--- src/rtl/lane_deserializer_pkg.sv ---
// Shared constants and FSM encoding for the lane deserializer.
// Holds the default comma byte, sync run length, word width, the idle word
// and the alignment state type.
package lane_deserializer_pkg;

  localparam logic [7:0] COM_BYTE_DEF   = 8'hBC;
  localparam int         SYNC_COUNT_DEF = 4;
  localparam int         WORD_W_DEF     = 32;

  // A completed word made only of comma bytes carries no payload.
  localparam logic [WORD_W_DEF-1:0] IDLE_WORD_DEF = {(WORD_W_DEF/8){COM_BYTE_DEF}};

  typedef enum logic [1:0] {
    ST_HUNT   = 2'd0,
    ST_SYNC   = 2'd1,
    ST_ACTIVE = 2'd2
  } lane_state_t;

endpackage

--- src/rtl/lane_shift_reg.sv ---
// Serial-in, parallel-out shift register, new bit enters at the LSB.
// Ports: clk_32f/reset (sync, active-high), din (serial bit),
//   par_out (last WIDTH bits, including the bit currently on din).
module lane_shift_reg #(
  parameter int WIDTH = 8
) (
  input  logic             clk_32f,
  input  logic             reset,
  input  logic             din,
  output logic [WIDTH-1:0] par_out
);

  // Only WIDTH-1 history bits are stored; the newest bit comes straight
  // from din so the caller sees the window that includes the current bit.
  logic [WIDTH-2:0] hist_q;

  assign par_out = {hist_q, din};

  always_ff @(posedge clk_32f) begin
    if (reset) begin
      hist_q <= '0;
    end else begin
      hist_q <= par_out[WIDTH-2:0];
    end
  end

endmodule

--- src/rtl/lane_deserializer.sv ---
// Serial lane deserializer: comma alignment (HUNT/SYNC/ACTIVE) then word output.
// Ports: clk_32f (bit clock), reset (sync, active-high), serial_in (MSB-first),
//   data_out/valid_out (registered word + one-cycle qualifier), active (aligned).
module lane_deserializer
  import lane_deserializer_pkg::*;
#(
  parameter logic [7:0] COM_BYTE   = COM_BYTE_DEF,
  parameter int         SYNC_COUNT = SYNC_COUNT_DEF,
  parameter int         WORD_W     = WORD_W_DEF
) (
  input  logic              clk_32f,
  input  logic              reset,
  input  logic              serial_in,
  output logic [WORD_W-1:0] data_out,
  output logic              valid_out,
  output logic              active
);

  localparam int CNT_W  = (SYNC_COUNT < 2) ? 1 : $clog2(SYNC_COUNT + 1);
  localparam int WCNT_W = $clog2(WORD_W);
  localparam logic [WORD_W-1:0] IDLE_WORD = {(WORD_W/8){COM_BYTE}};
  localparam logic [WCNT_W-1:0] WCNT_LAST = WCNT_W'(WORD_W - 1);
  localparam logic [CNT_W-1:0]  COM_DONE  = CNT_W'(SYNC_COUNT);

  lane_state_t        state;
  logic [2:0]         bit_cnt;
  logic [CNT_W-1:0]   com_cnt;
  logic [CNT_W-1:0]   com_inc;
  logic [WCNT_W-1:0]  wcnt;
  logic [7:0]         byte_win;
  logic [WORD_W-1:0]  word_win;

  assign com_inc = com_cnt + CNT_W'(1);

  lane_shift_reg #(.WIDTH(8)) u_byte_win (
    .clk_32f (clk_32f),
    .reset   (reset),
    .din     (serial_in),
    .par_out (byte_win)
  );

  lane_shift_reg #(.WIDTH(WORD_W)) u_word_win (
    .clk_32f (clk_32f),
    .reset   (reset),
    .din     (serial_in),
    .par_out (word_win)
  );

  always_ff @(posedge clk_32f) begin
    if (reset) begin
      state     <= ST_HUNT;
      bit_cnt   <= '0;
      com_cnt   <= '0;
      wcnt      <= '0;
      data_out  <= '0;
      valid_out <= 1'b0;
      active    <= 1'b0;
    end else begin
      valid_out <= 1'b0;
      case (state)
        ST_HUNT: begin
          // The bit that completes a comma becomes the byte boundary.
          if (byte_win == COM_BYTE) begin
            bit_cnt <= '0;
            wcnt    <= '0;
            com_cnt <= CNT_W'(1);
            if (SYNC_COUNT <= 1) begin
              state  <= ST_ACTIVE;
              active <= 1'b1;
            end else begin
              state <= ST_SYNC;
            end
          end
        end

        ST_SYNC: begin
          bit_cnt <= bit_cnt + 3'd1;
          if (bit_cnt == 3'd7) begin
            if (byte_win == COM_BYTE) begin
              com_cnt <= com_inc;
              if (com_inc == COM_DONE) begin
                state  <= ST_ACTIVE;
                active <= 1'b1;
                wcnt   <= '0;
              end
            end else begin
              // Broken comma run: hunt again starting with the next bit.
              state   <= ST_HUNT;
              com_cnt <= '0;
            end
          end
        end

        ST_ACTIVE: begin
          if (wcnt == WCNT_LAST) begin
            wcnt <= '0;
            if (word_win != IDLE_WORD) begin
              data_out  <= word_win;
              valid_out <= 1'b1;
            end
          end else begin
            wcnt <= wcnt + WCNT_W'(1);
          end
        end

        default: begin
          state <= ST_HUNT;
        end
      endcase
    end
  end

endmodule

--- config.mk ---
export PLATFORM = sky130hd
export DESIGN_NAME = lane_deserializer
export DESIGN_NICKNAME = d
export VERILOG_FILES = /design/src/rtl/lane_deserializer_pkg.sv /design/src/rtl/lane_shift_reg.sv /design/src/rtl/lane_deserializer.sv
export SDC_FILE = /design/constraint.sdc
export NUM_CORES = 1
export LEC_CHECK = 0
export CAP_MARGIN = 10
export CORE_ASPECT_RATIO = 1.75
export CORE_MARGIN = 1.5
export CORE_UTILIZATION = 54
export DETAILED_ROUTE_END_ITERATION = 8
export PLACE_DENSITY_LB_ADDON = 0.05
export SLEW_MARGIN = 5
export SYNTH_ARGS = -nofsm -noshare
export SYNTH_HDL_FRONTEND = slang
export SYNTH_SLANG_ARGS = --single-unit
--- constraint.sdc ---
create_clock -name clk_32f -period 2.7 [get_ports clk_32f]
set_clock_uncertainty 0.15 [all_clocks]
set_input_delay 0.27 -clock clk_32f [delete_from_list [all_inputs] [get_ports clk_32f]]
set_output_delay 0.27 -clock clk_32f [all_outputs]
set_load 0.005 [all_outputs]
# After elaboration in Yosys (flattened, before gate mapping)
# Index checks and enable logic that the tools add are counted.
dict set report word_totals {
  elab_cells 54
  out_inout_bits 34
  register_bits 85
  inputBits 3
}
dict set report classes {
  reduce_logical 10
  muxes 18
  addsub 3
  bitwise_logic 2
  n_eq_ne 12
}
# op n
set op_table {}
lappend op_table {{32-bit inequality test (second input constant)} 1}
lappend op_table {{5-bit 2-to-1 mux} 5}
lappend op_table {{5-bit one-hot mux with 3 select lines} 1}
lappend op_table {{3-bit 2-to-1 mux} 4}
lappend op_table {{3-bit one-hot mux with 2 select lines} 2}
lappend op_table {{8-bit == test (second input constant)} 1}
lappend op_table {{2-bit 2-to-1 mux} 4}
lappend op_table {{2-bit inequality test (second input constant)} 4}
lappend op_table {{4-bit AND reduction} 2}
lappend op_table {{3-bit by 1-bit adder with 3-bit output (second input constant)} 2}
lappend op_table {{3-bit == test (second input constant)} 2}
lappend op_table {{2-bit one-hot mux with 3 select lines} 1}
lappend op_table {{3-bit AND reduction} 2}
lappend op_table {{5-bit by 1-bit adder with 5-bit output (second input constant)} 1}
lappend op_table {{5-bit == test (second input constant)} 1}
lappend op_table {{5-bit AND reduction} 1}
lappend op_table {{3-bit inequality test (second input constant)} 1}
lappend op_table {{3-bit nonzero test} 1}
lappend op_table {{3-bit OR reduction} 1}
lappend op_table {{2-bit by 1-bit == test with 1-bit output (second input constant)} 1}
lappend op_table {{2-bit == test (second input constant)} 1}
lappend op_table {{2-bit logical NOT} 1}
lappend op_table {{1-bit NOT} 2}
lappend op_table {{2-bit AND reduction} 1}
lappend op_table {{2 further kinds} 2}

# Longest topological paths before layout
# Gate-level depths: netlist of the first run.
dict set report depth {
  word_depth 6
  mapped_depth 6
  ltp_nobuf 6
}

# Hierarchy
# Synthesis of the first run repeated with hierarchy kept, for this count alone.
dict set report hier_totals {
  hier_cells 323
  hier_area_um2 3393.3
}
# mod cells_per_inst seq_area_each_um2 area_each_um2 n_inst
set modules_own_cells {}
lappend modules_own_cells {lane_deserializer 242 940.9 2346.0 1}
lappend modules_own_cells {{lane_shift_reg (u_word_win)} 66 620.6 855.8 1}
lappend modules_own_cells {{lane_shift_reg (u_byte_win)} 15 140.1 191.4 1}

# Worst setup path before layout of the first run
# No wires, ideal clock.
dict set report synth_timing {
  path_kind {register to register}
  start {register u_word_win.hist_q[13]}
  end {register data_out[23]}
  path_slack_ns 0.697
  stages_incl_launch_ff 6
  required_ns 2.429
  path_buffers 1
  setup_ns 0.121
  arrival_time_ns 1.732
  synth_period_minus_slack_ns 2.003
  path_cell_list {dfxtp_1 -> nand4b_1 -> or4_4 -> o311ai_4 -> buf_6 -> mux2_2}
}
dict set report synth_between {
  elab_chain_cells 2
}
# element line
set synth_lines {}
lappend synth_lines {{from (decl)} lane_shift_reg.sv:15} ;# logic [WIDTH-2:0] hist_q;
lappend synth_lines {{from (signal assigned)} lane_shift_reg.sv:23} ;# hist_q <= par_out[WIDTH-2:0];
lappend synth_lines {{32-bit inequality test} lane_deserializer.sv:97} ;# if (word_win != IDLE_WORD) begin
lappend synth_lines {{3-bit AND reduction (no line)} --}
lappend synth_lines {{to (signal assigned)} lane_deserializer.sv:98} ;# data_out <= word_win;
lappend synth_lines {{to (decl)} lane_deserializer.sv:14} ;# output logic [WORD_W-1:0] data_out,
# Every way passes these cells.
# A chain may end at the register's enable or synchronous reset.

# Worst setup path after layout of the first run
dict set report layout_timing {
  start {register u_word_win.hist_q[22]}
  end {register data_out[27]}
}
# The elaborated chain is that of the path after synthesis.

==> flow_summary.toml, run 1 <==
[sta]
setup_viol = 0
slew_headroom_pct = 73.85
fin_tns_setup_ns = 0
finalHoldViolCount = 0
rsz0062_at_grt = "false"
max_freq_ghz = 0.4601
slew_viol_final = 0
hold_ws_ns = 0.2789
fin_crit_ns = 2.174
worst_slew_pin_slew_ns = 0.3887
period_share_pct = 80.50

[route]
drtPass1Iterations = 4
drt_iter0_drc = 60
viasPerCell = 5.202
post_drt_wl_per_cell_um = 13.32
num_vias = 1878
drc_errors = 0
detail-route-antenna-nets = 0
routed_wl_um = 4810

[power_and_ir_drop]
power_density_nw_per_um2 = 558.8
seqPwrFrac_pct = 59.4
p_sw_share_pct = 21.93
intPower_mw = 1.516
max-vdd-ir-drop_mv = 0.4184
power_frac_clock_pct = 39.3
p_leak_nw = 1.346
finalPower_mw = 1.942
p_switching_uw = 425.8
combPwrFrac_pct = 1.3

[grt]
grt_first_pass_wirelength_um = 8280
antenna_found_initial = 0
grt_overflow_total = 0
use_met1_pct = 23.78
grtUsageMet2_pct = 28.87
grt_max_degree = 81
met3_usage_pct = 4.639
grt_pass1_vias = 1815
gr-max-usage-layer = "met2"
grt.total_usage_pct = 18.70

[status]
outcome = "completed"

[floorplanning]
die_area_um2 = 5856
core_area_um2 = 5211
row_count = 35
io_pins = 37
die_x_um = 58.50
die_y_um = 100.1
start_util_pct = 55.85

[worst_setup_path]
arrival_ns = 2.25
crit_path_end_kind = "flip-flop"
crit_buf_inv = 1
required_ns = 2.78
crit_chain = "nor4bb_1 > nand4_1 > o311ai_4 > buf_12 > mux2_2"
reg2regPathDepth = 5
critPathTopFamily = "simple AND/OR/NAND/NOR gates"
critPathKind = "flip-flop to flip-flop"
worstPathMaxFanout = 33
worst-path-stages = 5
start_kind = "flip-flop"
crit_slowest_cell = "nor4bb_1"
critPathMaxStageDelay_ns = 0.38

[clock_network]
cts_resized = 0
postCtsHoldBufs = 0
cts_buffers = 9
cts_buffer_depth = 2
post_cts.repair.setup_buffers = 0
clkLatencyLatePin_ns = 0.34
cts_root_buf = "clkbuf_8"
cts.sinks = 78
cts_max_level = 3
cts_tree = "yes"
clk_pin_slew_worst_paths_ns = 0.08

[yosys]
synth_area_leaders = "dfxtp_1 (54%), nor2b_1 (14%), mux2_2 (12%)"
async_reset_ff_share_pct = 0
synth_ff_type = "dfxtp_1"
synth_cell_types = 33
netlist_area_um2 = 2910
synth_most_common_cell = "dfxtp_1"
synth_edf_count = 0
netlist_instances = 266
synth_nets = 275
seq_area_frac_synth_pct = 53.65
ys_top_cells_by_count = "dfxtp_1 (78), nor2b_1 (65), mux2_2 (30)"
netlist.area_leader.share_pct = 53.65
synth.largest_area_cell = "dfxtp_1"
avgSynthCellArea_um2 = 10.94
yosys_warnings = 0
yosys_register_bits = 78

[min_path]
hold_depth = 3
holdCritPathClass = "input port to flip-flop"

[layout]
n_fill_cell = 426
diodes = 0
multi_input_area_um2 = 1254
area_growth_pct = 19.39
fin_area_um2 = 3475
utilization_pct = 66.67
layout.nets = 310
area.sequential_um2 = 1562
drive_above_1_share_pct = 16.67

[placement]
placed_area_um2 = 3298
dpl.hpwl_um = 3077
io_buffer_count = 36
place.gp.congestion = 0.7416

[run]
drv_cap = 0
flip-flops by register name (all words and copies together) (netlist names):
register,flops
u_word_win.hist_q,25
valid_out,1
active,1
u_byte_win.hist_q,6
com_cnt,3
state,2
bit_cnt,3
data_out,32
wcnt,5
cells by family after synthesis:
group / share of synthesized area [%]
adders and majority gates: 2.579
AOI/OAI and AO/OA: 6.148
muxes: 12.34
DFF: 53.65
and+or+nand+nor: 22.01
buffers and inverters: 3.267
worst min-delay path: cells and delay by family:
family                 cells  cell delay [ns]
and+or+nand+nor            1             0.12
buffers and inverters      2             0.32
layout make-up:
class	count	share of cell area, %
inverter	5	0.5402
tap	55	1.981
timing repair buffer	38	11.38
clock inverter	5	1.008
sequential	78	44.94
multi-input combinational	169	36.08
clock buffer	11	4.069
power by group through the flow:
stage          clock network, mW  registers, mW  logic (mW)
3_3_place_gp                   0           1.18      0.0266
6_report                   0.763           1.15      0.0261
2_1_floorplan                  0           1.18      0.0186
5_1_grt                    0.838           1.15      0.0294
4_1_cts                    0.779           1.15      0.0266
3_5_place_dp                   0           1.18      0.0264
layout by cell type (no fill, tap or decap), drive strengths merged:
| cell type | synthesis | final |
|---|---|---|
| a21oi | 13 | 13 |
| or3 | 2 | 2 |
| and3 | 1 | 1 |
| nor2 | 7 | 7 |
| clkinvlp | 0 | 4 |
| o311ai | 1 | 1 |
| clkbuf | 9 | 11 |
| a21boi | 1 | 1 |
| nand3b | 1 | 1 |
| nor2b | 65 | 65 |
| nand3 | 1 | 1 |
| and4bb | 1 | 1 |
| nor3 | 2 | 2 |
| inv | 5 | 5 |
| nand4 | 2 | 2 |
| ha | 6 | 6 |
| a211oi | 2 | 2 |
| nand2 | 10 | 10 |
| or4 | 1 | 1 |
| mux2 | 31 | 31 |
| clkdlybuf4s50 | 0 | 35 |
| mux2i | 1 | 1 |
| o32ai | 2 | 2 |
| nand4b | 2 | 2 |
| and2 | 1 | 1 |
| o21ai | 6 | 6 |
| dfxtp | 78 | 78 |
| a311oi | 2 | 2 |
| nand2b | 3 | 3 |
| and4b | 3 | 3 |
| buf | 5 | 3 |
| nor4bb | 2 | 2 |
| clkinv | 0 | 1 |
stage by stage:
stage	cells	worst slack (ns)
2_1_floorplan	266	0.6971
5_1_grt	361	0.3718
4_1_cts	361	0.4977
6_report	361	0.5265
3_5_place_dp	345	0.3492
3_3_place_gp	345	0.3678
per-layer routing:
| metal | wire length [um] | up-vias |
|---|---|---|
| met5 | 0 | - |
| met4 | 99 | 0 |
| met3 | 143 | 8 |
| met2 | 2349 | 23 |
| met1 | 2218 | 879 |
| li1 | - | 968 |
worst paths after layout:
path	start	to	slack [ns]
worst max-delay path	u_word_win.hist_q[22]$_SDFF_PP0_	data_out[27]$_SDFFE_PP0P_	0.53
worst min-delay path	reset	valid_out$_SDFF_PP0_	0.28
worst max register to register	u_word_win.hist_q[22]$_SDFF_PP0_	data_out[27]$_SDFFE_PP0P_	0.53
worst min register to register	active$_SDFFE_PP0P_	active$_SDFFE_PP0P_	0.30
Note: power is estimated with default switching activity, not from simulation.
==> run 2: changes to the inputs <==
--- a/config.mk
+++ b/config.mk
@@ -8,7 +8,7 @@
 export CAP_MARGIN = 10
 export CORE_ASPECT_RATIO = 1.75
 export CORE_MARGIN = 1.5
-export CORE_UTILIZATION = 54
+export CORE_UTILIZATION = 49
 export DETAILED_ROUTE_END_ITERATION = 8
 export PLACE_DENSITY_LB_ADDON = 0.05
 export SLEW_MARGIN = 5
==> constraint.sdc (replaced) <==
create_clock -name clk_32f -period 1.99 [get_ports clk_32f]
set_clock_uncertainty 0.15 [all_clocks]
set_input_delay 0.199 -clock clk_32f [delete_from_list [all_inputs] [get_ports clk_32f]]
set_output_delay 0.199 -clock clk_32f [all_outputs]
set_load 0.005 [all_outputs]
==> run 2 against run 1 <==
Against the previous run:
- the flow now finishes with violations (setup timing)
- clock power up 87%
- via count grew 6.2%
- core utilization fell by 1.9 points
- critical path type unchanged
- highest routed layer unchanged
==> flow_summary.toml, run 2 (same netlist as run 1, synthesis figures left out) <==
[power_and_ir_drop]
p_leak_nw = 1.510
power_density_nw_per_um2 = 809.0
seqPwrFrac_pct = 51.6
combPwrFrac_pct = 1.2
intPower_mw = 2.437
p_sw_share_pct = 19.63
p_switching_uw = 595.3
max-vdd-ir-drop_mv = 0.6229
power_frac_clock_pct = 47.3

[worst_setup_path]
reg2regPathDepth = 6
critPathKind = "flip-flop to flip-flop"
reg2reg_to = "data_out[22]$_SDFFE_PP0P_"
critPathLaunch = "u_word_win.hist_q[13]$_SDFF_PP0_"
worstPathMaxFanout = 13
rrSetupSlack_ns = -0.16
required_ns = 2.08
crit_path_end_kind = "flip-flop"
start_kind = "flip-flop"
arrival_ns = 2.24
timing.rr.start = "u_word_win.hist_q[13]$_SDFF_PP0_"

[placement]
place.gp.congestion = 0.7825
io_buffer_count = 36
dpl.hpwl_um = 3396
place_inst = 377

[sta]
slew_viol_final = 0
fin_ws_ns = -0.1647
max_freq_ghz = 0.4641
period_share_pct = 108.3
worst_slew_pin_slew_ns = 0.3749
fin_crit_ns = 2.155
setup_viol = 31
slew_headroom_pct = 74.96
hold_ws_ns = 0.1759
finalHoldViolCount = 0
rsz0062_at_grt = "true"

[route]
routed_wl_um = 5472
num_vias = 1995
detail-route-antenna-nets = 0
drc_errors = 0
drtPass1Iterations = 5
drt_iter0_drc = 129
viasPerCell = 5.025
post_drt_wl_per_cell_um = 13.78

[layout]
top_regs = "data_out (32), u_word_win.hist_q (25), u_byte_win.hist_q (6)"
diodes = 0
largest_reg_flops = 32
largest-register = "data_out"
area_growth_pct = 28.80
drive_above_1_share_pct = 20.69
final_cells = 397
layout.cells.most_common_list = "dfxtp_1 (78), nor2b_1 (65), clkdlybuf4s50_1 (35)"
final_common_cell = "dfxtp_1"
n_fill_cell = 493
layout.nets = 323

[min_path]
hold_depth = 3
hold_end = "valid_out$_SDFF_PP0_"
worstHoldStart = "reset"
holdCritPathClass = "input port to flip-flop"

[grt]
grt_overflow_total = 0
antenna_found_initial = 0
grt_max_degree = 81
grt_pass1_vias = 2020
grt_first_pass_wirelength_um = 8970
grt.total_usage_pct = 18.78

[floorplanning]
start_util_pct = 50.29
row_count = 37
io_pins = 37
core_area_um2 = 5787
die_y_um = 105.0
die_area_um2 = 6429
die_x_um = 61.26

[status]
violations = "setup timing"
outcome = "finished, violations left"

[clock_network]
cts_tree = "yes"
clkLatencyLatePin_ns = 0.35
postCtsHoldBufs = 0
clk_pin_slew_worst_paths_ns = 0.08
cts_max_level = 3
cts_buffers = 9
cts_buffer_depth = 2
cts.sinks = 78
cts_root_buf = "clkbuf_8"

[run]
drv_cap = 0
[run 2: changes by cell type in the layout (fill, tap and decap cells not counted)]
cell / delta
nor4bb_2: +1
mux2_4: +9
clkinvlp_4: -4
buf_16: +1
clkbuf_1: -1
mux2_2: -9
clkinv_4: +1
clkinv_2: +1
buf_4: +11
clkbuf_16: +1
nor4bb_1: -1
bufinv_16: +3
[run 2: critical path, stage by stage, from the launching register on]
cell and delay, ns:
dfxtp_1 0.31, nand4b_1 0.16, or4_4 0.45, o311ai_4 0.31, buf_4 0.19, buf_16 0.14
mux2_2 0.33
[run 2: through the flow]
stage               utilization [%]  setup TNS, ns  power (mW)  setup slack (ns)  area [um^2]
CTS                           64.35         -4.118       3.050           -0.1620         3724
global route                  64.78         -6.028       3.141           -0.2310         3749
global placement              58.66         -6.686       1.638           -0.2228         3395
finish                        64.78         -4.163       3.033           -0.1647         3749
floorplan                         -        -0.3275       1.625          -0.01286         2910
detailed placement            58.66         -7.782       1.637           -0.2623         3395
[run 2: area by class of cell]
class	instances	area (um^2)	area share [%]
Clock inverter	6	108.9	2.904
Clock buffer	10	137.6	3.672
Timing Repair Buffer	51	530.5	14.15
Sequential cell	78	1562	41.66
Multi-Input combinational cell	169	1294	34.51
Inverter	5	18.77	0.5007
Tap cell	78	97.59	2.603
[run 2: how the worst max path moves through the flow]
stage                                 to  slack (ns)  cells after the start
3_5_place_dp   data_out[20]$_SDFFE_PP0P_       -0.26                      6
5_1_grt         data_out[2]$_SDFFE_PP0P_       -0.23                      6
2_1_floorplan  data_out[23]$_SDFFE_PP0P_       -0.01                      5
6_report       data_out[22]$_SDFFE_PP0P_       -0.16                      6
4_1_cts         data_out[2]$_SDFFE_PP0P_       -0.16                      6
3_3_place_gp   data_out[26]$_SDFFE_PP0P_       -0.22                      6
[run 2: power by group through the flow]
| stage | logic [mW] | clock network [mW] | registers [mW] |
|---|---|---|---|
| 2_1_floorplan | 0.0252 | 0 | 1.60 |
| 3_3_place_gp | 0.0371 | 0 | 1.60 |
| 3_5_place_dp | 0.0365 | 0 | 1.60 |
| 4_1_cts | 0.0367 | 1.45 | 1.56 |
| 5_1_grt | 0.0398 | 1.54 | 1.56 |
| 6_report | 0.0359 | 1.43 | 1.56 |
[run 2: timing repair]
action                                  4_1_cts  5_1_grt
endpoints found under the setup margin       31       31
pin swaps                                     2        0
setup buffers                                 3        0
cloned                                        1        1
resized for setup                            11        0
[run 2: routing by layer]
| layer | share of wire [%] | global-route usage [%] | vias up |
|---|---|---|---|
| met1 | 43 | 21.11 | 953 |
| met5 | 0 | 0 | - |
| met3 | 3.2 | 6.312 | 7 |
| li1 | - | - | 1000 |
| met4 | 1.8 | 8.075 | 0 |
| met2 | 52 | 30.93 | 35 |
==> run 3: changes to the inputs <==
--- a/config.mk
+++ b/config.mk
@@ -11,6 +11,7 @@
 export CORE_UTILIZATION = 49
 export DETAILED_ROUTE_END_ITERATION = 8
 export PLACE_DENSITY_LB_ADDON = 0.05
+export SETUP_SLACK_MARGIN = 0.4
 export SLEW_MARGIN = 5
 export SYNTH_ARGS = -nofsm -noshare
 export SYNTH_HDL_FRONTEND = slang
==> run 3 against run 2 <==
Against the previous run:
- the flow still finishes with violations (setup timing)
- sequential power is essentially flat
- combinational power is 1% higher
- wire length increased by 6.8%
- maximum frequency down 1.8%
- global-route usage up 0.56 points
- final area is 4.5% higher
- via count increased by 0.55%
- critical endpoint is now data_out[2]$_SDFFE_PP0P_
- largest power group unchanged
==> flow_summary.toml, run 3 (same netlist as run 1, synthesis figures left out) <==
[worst_setup_path]
reg2reg_to = "data_out[2]$_SDFFE_PP0P_"
crit_path_end_kind = "flip-flop"
critPathKind = "flip-flop to flip-flop"
worstPathMaxFanout = 7
rrSetupSlack_ns = -0.20
arrival_ns = 2.27
required_ns = 2.07
reg2regPathDepth = 7
timing.rr.start = "u_word_win.hist_q[8]$_SDFF_PP0_"
start_kind = "flip-flop"

[clock_network]
cts_root_buf = "clkbuf_8"
clk_pin_slew_worst_paths_ns = 0.08
postCtsHoldBufs = 0
cts_buffer_depth = 2
clkLatencyLatePin_ns = 0.33
cts_buffers = 9
cts_tree = "yes"
cts.sinks = 78
cts_max_level = 3

[layout]
largest-register = "data_out"
largest_reg_flops = 32
final_cells = 394
area_growth_pct = 34.65
final_common_cell = "dfxtp_1"
layout.cells.most_common_list = "dfxtp_1 (70), nor2b_1 (64), clkdlybuf4s50_1 (35)"
utilization_pct = 67.72
diodes = 0
layout.nets = 322
drive_above_1_share_pct = 26.90
top_regs = "data_out (32), u_word_win.hist_q (25), u_byte_win.hist_q (6)"

[status]
violations = "setup timing"
outcome = "finished, violations left"

[floorplanning]
start_util_pct = 50.29
die_area_um2 = 6429
io_pins = 37
die_y_um = 105.0
die_x_um = 61.26
row_count = 37
core_area_um2 = 5787

[placement]
io_buffer_count = 36
place_inst = 373
place_ws_ns = -0.4294
dpl.hpwl_um = 3247
place.gp.congestion = 0.7623

[min_path]
worstHoldStart = "reset"
hold_depth = 3
holdCritPathClass = "input port to flip-flop"
hold_end = "valid_out$_SDFF_PP0_"

[sta]
slew_headroom_pct = 76.97
max_freq_ghz = 0.4558
fin_ws_ns = -0.2039
worst_slew_pin_slew_ns = 0.3447
rsz0062_at_grt = "true"
fin_crit_ns = 2.194
slew_viol_final = 0
hold_ws_ns = 0.1822
period_share_pct = 110.2
setup_viol = 33
finalHoldViolCount = 0

[grt]
grt_max_degree = 81
antenna_found_initial = 0
grt_overflow_total = 0
grt_first_pass_wirelength_um = 9335
grt_pass1_vias = 1988
grt.total_usage_pct = 19.34

[power_and_ir_drop]
power_density_nw_per_um2 = 753.9
p_leak_nw = 1.557
max-vdd-ir-drop_mv = 0.5814
finalPower_mw = 2.954

[route]
viasPerCell = 5.091
detail-route-antenna-nets = 0
drt_iter0_drc = 107
routed_wl_um = 5844
drc_errors = 0
post_drt_wl_per_cell_um = 14.83
drtPass1Iterations = 4
num_vias = 2006

[run]
drv_cap = 0
[run 3: changes by cell type in the layout (fill, tap and decap cells not counted), moves of 2 or more]
cell	change
mux2_2	-16
mux2_4	+16
dfxtp_1	-8
dfxtp_2	+8
ha_1	-5
ha_4	+4
buf_4	-3
a21oi_1	-2
a21oi_2	+2
nor2_1	-2
nor2_2	+2
[run 3: stage by stage]
step	setup TNS, ns	area, um^2
floorplan	-0.3275	2930
global placement	-12.64	3385
detailed placement	-13.45	3385
CTS	-6.330	3842
global route	-8.247	3919
finish	-5.428	3919
[run 3: routing by layer]
metal	vias up	share of wire, %	track usage, %
li1	991	-	-
met3	6	2.6	3.589
met5	-	0	0
met1	979	44	24.03
met2	30	52	30.93
met4	0	1.3	9.317
[run 3: what timing repair did]
| action | CTS | global route |
|---|---|---|
| pin swaps | 8 | 2 |
| cloned | 2 | 1 |
| setup buffers | 4 | 0 |
| resized for setup | 39 | 15 |
| setup endpoints to repair | 38 | 37 |
[run 3: how the worst max path moves through the flow]
| stage | start | end | slack, ns | depth (start not counted) |
|---|---|---|---|---|
| after global routing | u_word_win.hist_q[8]$_SDFF_PP0_ | data_out[2]$_SDFFE_PP0P_ | -0.29 | 7 |
| after detailed placement | u_word_win.hist_q[9]$_SDFF_PP0_ | data_out[9]$_SDFFE_PP0P_ | -0.43 | 6 |
| after CTS | u_word_win.hist_q[8]$_SDFF_PP0_ | data_out[4]$_SDFFE_PP0P_ | -0.22 | 7 |
| after global placement | u_word_win.hist_q[7]$_SDFF_PP0_ | data_out[6]$_SDFFE_PP0P_ | -0.40 | 6 |
| after floorplan | u_word_win.hist_q[13]$_SDFF_PP0_ | data_out[23]$_SDFFE_PP0P_ | -0.01 | 5 |
| final | u_word_win.hist_q[8]$_SDFF_PP0_ | data_out[2]$_SDFFE_PP0P_ | -0.20 | 7 |
[run 3: area by class of cell]
class | instances | area [um^2]
fillers | 467 | 1868
flip-flops and latches | 78 | 1572
multi-input cells | 169 | 1460
repair buffers | 50 | 546.8
clock buffers | 9 | 123.9
clock inverters | 5 | 100.1
well taps | 78 | 97.59
inverters | 5 | 18.77
[run 3: power breakdown]
part | switching [mW] | leakage, nW | total [mW] | internal [mW]
Clock | 0.539 | 0.115 | 1.35 | 0.815
Sequential | 0.00132 | 0.633 | 1.56 | 1.56
Combinational | 0.0263 | 0.809 | 0.0364 | 0.0101
Total | 0.567 | 1.56 | 2.95 | 2.39
[run 3: worst max-delay path: stages (launching register included)]
cell and delay, ns:
dfxtp_2 0.34, nor4bb_4 0.32, buf_4 0.15, nand4_1 0.16, o311ai_4 0.27, buf_6 0.20, clkbuf_16 0.17, mux2_2 0.32
